<file path="src/rtl/gpr_wb_arb.sv">
// -----------------------------------------------------------------------------
// gpr_wb_arb
// Write-port arbiter and pending-write scoreboard for the single-write-port
// GPR file. NUM_SRC writeback requesters share one registered GPR write port
// under round-robin priority; the busy mask tells the issue stage which
// registers still have a write outstanding.
//
// Ports
//   clk       rising-edge clock
//   rst_n     asynchronous active-low reset
//   src_val   per-requester write pending (bit i)
//   src_rdy   one-hot grant, combinational; transfer on src_val[i] & src_rdy[i]
//   src_adr   packed target addresses, slice i = [i*ADR_W +: ADR_W]
//   src_dat   packed write data,       slice i = [i*DAT_W +: DAT_W]
//   wb_hold   suppress all grants this cycle
//   iss_val   issue stage reserves iss_adr this cycle
//   iss_adr   register being reserved
//   busy      pending-write mask (registered), bit r = write to r outstanding
//   wr_en_0   GPR write enable  (registered)
//   wr_adr_0  GPR write address (registered)
//   wr_dat_0  GPR write data    (registered)
// -----------------------------------------------------------------------------
module gpr_wb_arb #(
  parameter int NUM_SRC = 3,
  parameter int ADR_W   = 5,
  parameter int DAT_W   = 32
) (
  input  logic                     clk,
  input  logic                     rst_n,
  input  logic [NUM_SRC-1:0]       src_val,
  output logic [NUM_SRC-1:0]       src_rdy,
  input  logic [NUM_SRC*ADR_W-1:0] src_adr,
  input  logic [NUM_SRC*DAT_W-1:0] src_dat,
  input  logic                     wb_hold,
  input  logic                     iss_val,
  input  logic [ADR_W-1:0]         iss_adr,
  output logic [(1<<ADR_W)-1:0]    busy,
  output logic                     wr_en_0,
  output logic [ADR_W-1:0]         wr_adr_0,
  output logic [DAT_W-1:0]         wr_dat_0
);

  localparam int NREG  = 1 << ADR_W;
  // NUM_SRC is limited to 2..4, so a 2-bit pointer always suffices.
  localparam int PTR_W = 2;

  logic [PTR_W-1:0] ptr_q, ptr_d;
  logic             wr_en_q, wr_en_d;
  logic [ADR_W-1:0] wr_adr_q, wr_adr_d;
  logic [DAT_W-1:0] wr_dat_q, wr_dat_d;
  logic [NREG-1:0]  busy_q, busy_d;

  logic [NUM_SRC-1:0] req_s;
  logic [NUM_SRC-1:0] gnt_s;
  logic [PTR_W-1:0]   gnt_idx_s;
  logic               gnt_any_s;
  logic [NREG-1:0]    set_s;
  logic [NREG-1:0]    clr_s;

  function automatic logic [NREG-1:0] onehot_adr(input logic [ADR_W-1:0] adr);
    logic [NREG-1:0] r;
    r      = '0;
    r[adr] = 1'b1;
    return r;
  endfunction

  // Requests that may compete this cycle; grants are forced off in reset and on hold.
  assign req_s = (rst_n && !wb_hold) ? src_val : '0;

  // Round-robin search starting at ptr_q; first requester found wins.
  always_comb begin
    logic hit_s;
    gnt_s     = '0;
    gnt_idx_s = '0;
    gnt_any_s = 1'b0;
    hit_s     = 1'b0;
    for (int k = 0; k < NUM_SRC; k++) begin
      for (int i = 0; i < NUM_SRC; i++) begin
        // Source i is the k-th candidate when (ptr + k) mod NUM_SRC == i.
        hit_s     = !gnt_any_s && req_s[i] && (i == ((int'(ptr_q) + k) % NUM_SRC));
        gnt_s[i]  = gnt_s[i] | hit_s;
        gnt_idx_s = hit_s ? PTR_W'(i) : gnt_idx_s;
        gnt_any_s = gnt_any_s | hit_s;
      end
    end
  end

  assign src_rdy = gnt_s;

  // Scoreboard update terms: reservation from issue, release by the commit in flight.
  assign set_s = iss_val ? onehot_adr(iss_adr)  : '0;
  assign clr_s = wr_en_q ? onehot_adr(wr_adr_q) : '0;

  // Next-state: commit capture, pointer advance and busy mask.
  always_comb begin
    wr_en_d  = gnt_any_s;
    wr_adr_d = wr_adr_q;
    wr_dat_d = wr_dat_q;
    for (int i = 0; i < NUM_SRC; i++) begin
      wr_adr_d = gnt_s[i] ? src_adr[i*ADR_W +: ADR_W] : wr_adr_d;
      wr_dat_d = gnt_s[i] ? src_dat[i*DAT_W +: DAT_W] : wr_dat_d;
    end
    ptr_d = gnt_any_s ? ((gnt_idx_s == PTR_W'(NUM_SRC - 1)) ? PTR_W'(0) : gnt_idx_s + PTR_W'(1))
                      : ptr_q;
    // Set is applied after clear so an issue to the register being written keeps it busy.
    busy_d = (busy_q & ~clr_s) | set_s;
  end

  // State registers; asynchronous reset drops any in-flight commit.
  always_ff @(posedge clk or negedge rst_n) begin
    if (!rst_n) begin
      ptr_q    <= '0;
      wr_en_q  <= 1'b0;
      wr_adr_q <= '0;
      wr_dat_q <= '0;
      busy_q   <= '0;
    end else begin
      ptr_q    <= ptr_d;
      wr_en_q  <= wr_en_d;
      wr_adr_q <= wr_adr_d;
      wr_dat_q <= wr_dat_d;
      busy_q   <= busy_d;
    end
  end

  assign wr_en_0  = wr_en_q;
  assign wr_adr_0 = wr_adr_q;
  assign wr_dat_0 = wr_dat_q;
  assign busy     = busy_q;

endmodule

</file>
<file path="config.mk">
export PLATFORM = sky130hd
export DESIGN_NAME = gpr_wb_arb
export DESIGN_NICKNAME = d
export VERILOG_FILES = /design/src/rtl/gpr_wb_arb.sv
export SDC_FILE = /design/constraint.sdc
export NUM_CORES = 1
export LEC_CHECK = 0
export ABC_CLOCK_PERIOD_IN_PS = 1700
export CAP_MARGIN = 20
export CORE_MARGIN = 2
export CORE_UTILIZATION = 39
export CTS_CLUSTER_SIZE = 28
export DETAILED_ROUTE_END_ITERATION = 12
export PLACE_DENSITY_LB_ADDON = 0.3
export SYNTH_ARGS = -nofsm -noshare
export SYNTH_HDL_FRONTEND = slang
export SYNTH_SLANG_ARGS = --single-unit
export TNS_END_PERCENT = 20
</file>
<file path="constraint.sdc">
create_clock -name clk -period 1.7 [get_ports clk]
set_input_delay 0.17 -clock clk [delete_from_list [all_inputs] [get_ports clk]]
set_output_delay 0.17 -clock clk [all_outputs]
set_load 0.05 [all_outputs]
</file>
==> results.toml <==
[floorplanning]
die_w_um = 111
ios = 196
die_area_mm2 = 0.0123
die_height_um = 111
core-area_mm2 = 0.0113
start_util_pct = 39.5
rows = 39

[setup_path]
crit_family = "compound AO/OA/AOI/OAI gates"
max_stage_delay_ns = 0.39
cp-end-kind = "output port"
start_kind = "flop"
crit_chain = "inv_2, ha_4, o21ba_4, o2111a_2, buf_12, buf_12"
critPathBufInv = 3
required_ns = 1.53
crit_path_max_fanout = 4
crit_slowest_cell = "dfrtp_1"
path_class = "reg -> out"
cp_common_cell = "buf_12"
worstPathArrival_ns = 1.86

[sta]
worst_pin_slew_ns = 0.924
grt_setup_unrepaired = "true"
setup_ws_ns = -0.331
drv_slew = 0
setup_tns_ns = -10.28
skew_ns = 0.00583
setup_violations = 43
fin_crit_sh_pct = 119
fmax_mhz = 492
post-route-min-period_ns = 2.03
slew_headroom_pct = 38.4
timing.hold.ws_ns = 0.0993
hold_viol_final = 0

[pwr]
clkPwrFrac_pct = 14.2
p_leak_nw = 3.11
p_sw_mw = 6.52
p_comb_share_pct = 64.5
internal_power_mw = 6.91
sw_frac_of_total_pct = 48.6
total_power_mw = 13.4
power.density_mw_per_mm2 = 1760
pwr-share-seq_pct = 21.4
peakVddDrop_v = 0.00116

[final_layout]
post-route-util_pct = 67.3
final_area_mm2 = 0.00762
layout_common_cells = "clkdlybuf4s50_1, dfrtp_1, buf_4"
layout-drive-gt1-share_pct = 29.8
final_nets = 802
layout_commonest_cell = "clkdlybuf4s50_1"
antenna_cells = 0
area_delta_synth_final_pct = 70.5

[placed_design]
io_buffers = 195
place_area_mm2 = 0.00679
routabilityCongestion = 0.854
dp.final_hpwl_mm = 11.3

[synth]
ys_seq_elements = 72
netlist_area_mm2 = 0.00447
yosys-top-cells-area = "dfrtp_1, a211oi_2, o31ai_2, o2111ai_1, o21ai_0"
async_flop_share_pct = 100
synth_edf_count = 0
synth_fp_nets = 583
yosysWarnings = 0
synth_flop_cell = "dfrtp_1"
synth_top_cell_area_share_pct = 40.3
synthCells = 458
synth.distinct_cells = 35
yosys.area.top_type = "dfrtp_1"
avgSynthCellArea_um2 = 9.76
ys_seq_area_share_pct = 40.3

[grt]
grt_max_degree = 73
grt_pass1_wl_mm = 24.7
first_global_vias = 4860
track_usage_pct = 25.1
overflow = 0
grt_antenna_before_repair = 0

[drt]
vias_per_cell = 5.88
postRouteAntennaNets = 0
drc = 0
wl_per_cell_um = 20.4
vias = 4848
drt_iter0_markers = 341
first_pass_iters = 5
finalWirelength_mm = 16.8

[cts]
htreeDepth = 3
clkLatencyLatePin_ns = 0.34
cts-root-buf = "clkbuf_16"
cts_tree = "done"
cts.path.max_buffers = 2
clock_sinks = 72
cts_hold_buf = 0
cts_made_buffers = 9
clk_pin_slew_ns = 0.06

[job]
cap_violations = 0

[status]
violations = "negative setup slack"
status = "finished, violations left"

[min_path]
hp-class = "in -> async"
worst reg2reg max path: stages, from the launching register on:
cell and delay [ns]:
dfrtp_1 0.39, inv_2 0.06, ha_4 0.26, o21ba_4 0.22, buf_4 0.14, o211ai_4 0.19, buf_12 0.17, clkbuf_16 0.17
o22ai_4 0.07, o31ai_2 0.25
cells in the mapped netlist (2+ instances only):
library cell  count
a211oi_1          9
a211oi_2         29
a21o_1            3
buf_2            17
buf_4             2
buf_6            10
clkbuf_1         18
dfrtp_1          72
ha_1              2
inv_1            41
nand2_1          41
nand3_1           4
nand3b_1         10
nor2_1            3
o2111ai_1        37
o211a_1           2
o21ai_0          59
o21ai_1           5
o22ai_1          37
o31ai_1           8
o31ai_2          29
or3_1             3
or3b_1            2
or3b_2            4
sequential cells by signal, summed over array words and instances (netlist names):
register	count
wr_en_0	1
busy	32
wr_adr_0	5
wr_dat_0	32
ptr_q	2
power groups by stage:
| stage | Sequential [mW] | Clock (mW) | Combinational (mW) |
|---|---|---|---|
| after detailed placement | 2.87 | 0 | 7.81 |
| final | 2.87 | 1.90 | 8.66 |
| after CTS | 2.87 | 1.92 | 8.01 |
| after global routing | 2.94 | 1.99 | 9.05 |
| after global placement | 2.86 | 0 | 7.68 |
| after floorplan | 5.10 | 0 | 2.72 |
through the flow:
stage                     worst slack [ns]  instances
final                               -0.331        825
after global routing                -0.381        825
after CTS                           -0.321        812
after detailed placement            -0.213        789
after global placement              -0.194        789
after floorplan                     -0.132        458
cells by family after synthesis:
kind of cell             Yosys count  synth area share, %
AO/OA/AOI/OAI                    224                 41.3
buffers and inverters             89                 9.80
flip-flops                        72                 40.3
AND/OR/NAND/NOR                   71                 8.01
adder cells (fa/ha/maj)            2                0.560
final timing paths:
path / depth (start not counted) / start / to / slack [ns]
min: 2 / rst_n / wr_dat_0[23]$_DFFE_PN0P_ / 0.1
max: 6 / ptr_q[0]$_DFFE_PN0P_ / src_rdy[2] / -0.33
min reg2reg: 2 / wr_dat_0[18]$_DFFE_PN0P_ / wr_dat_0[18]$_DFFE_PN0P_ / 0.49
min in group clk: 2 / wr_dat_0[18]$_DFFE_PN0P_ / wr_dat_0[18]$_DFFE_PN0P_ / 0.49
max in group asynchronous: 2 / rst_n / wr_dat_0[3]$_DFFE_PN0P_ / 1.02
max reg2reg: 9 / ptr_q[0]$_DFFE_PN0P_ / wr_adr_0[4]$_DFFE_PN0P_ / -0.31
layer usage:
layer  up-vias  track usage [%]  part of all wire, %
met4         0             11.7                  3.2
met5         -                0                    0
li1       2192                -                    -
met1      2335             28.7                   37
met2       284             43.6                   50
met3        37             7.16                  8.9
layout make-up:
cell class,instances,area (um2)
well taps,143,179
repair buffers,256,2720
flip-flops and latches,72,1800
inverters,41,154
clock inverters,6,67.6
multi-input cells,297,2470
fillers,854,3700
clock buffers,10,229
timing repair:
| action | in CTS | in global routing |
|---|---|---|
| resized for setup | 15 | 42 |
| gates cloned | 1 | 6 |
| setup buffers | 6 | 8 |
| pin swaps | 9 | 18 |
| endpoints found under the setup margin | 45 | 57 |
Power figures use the tool's default switching activity.
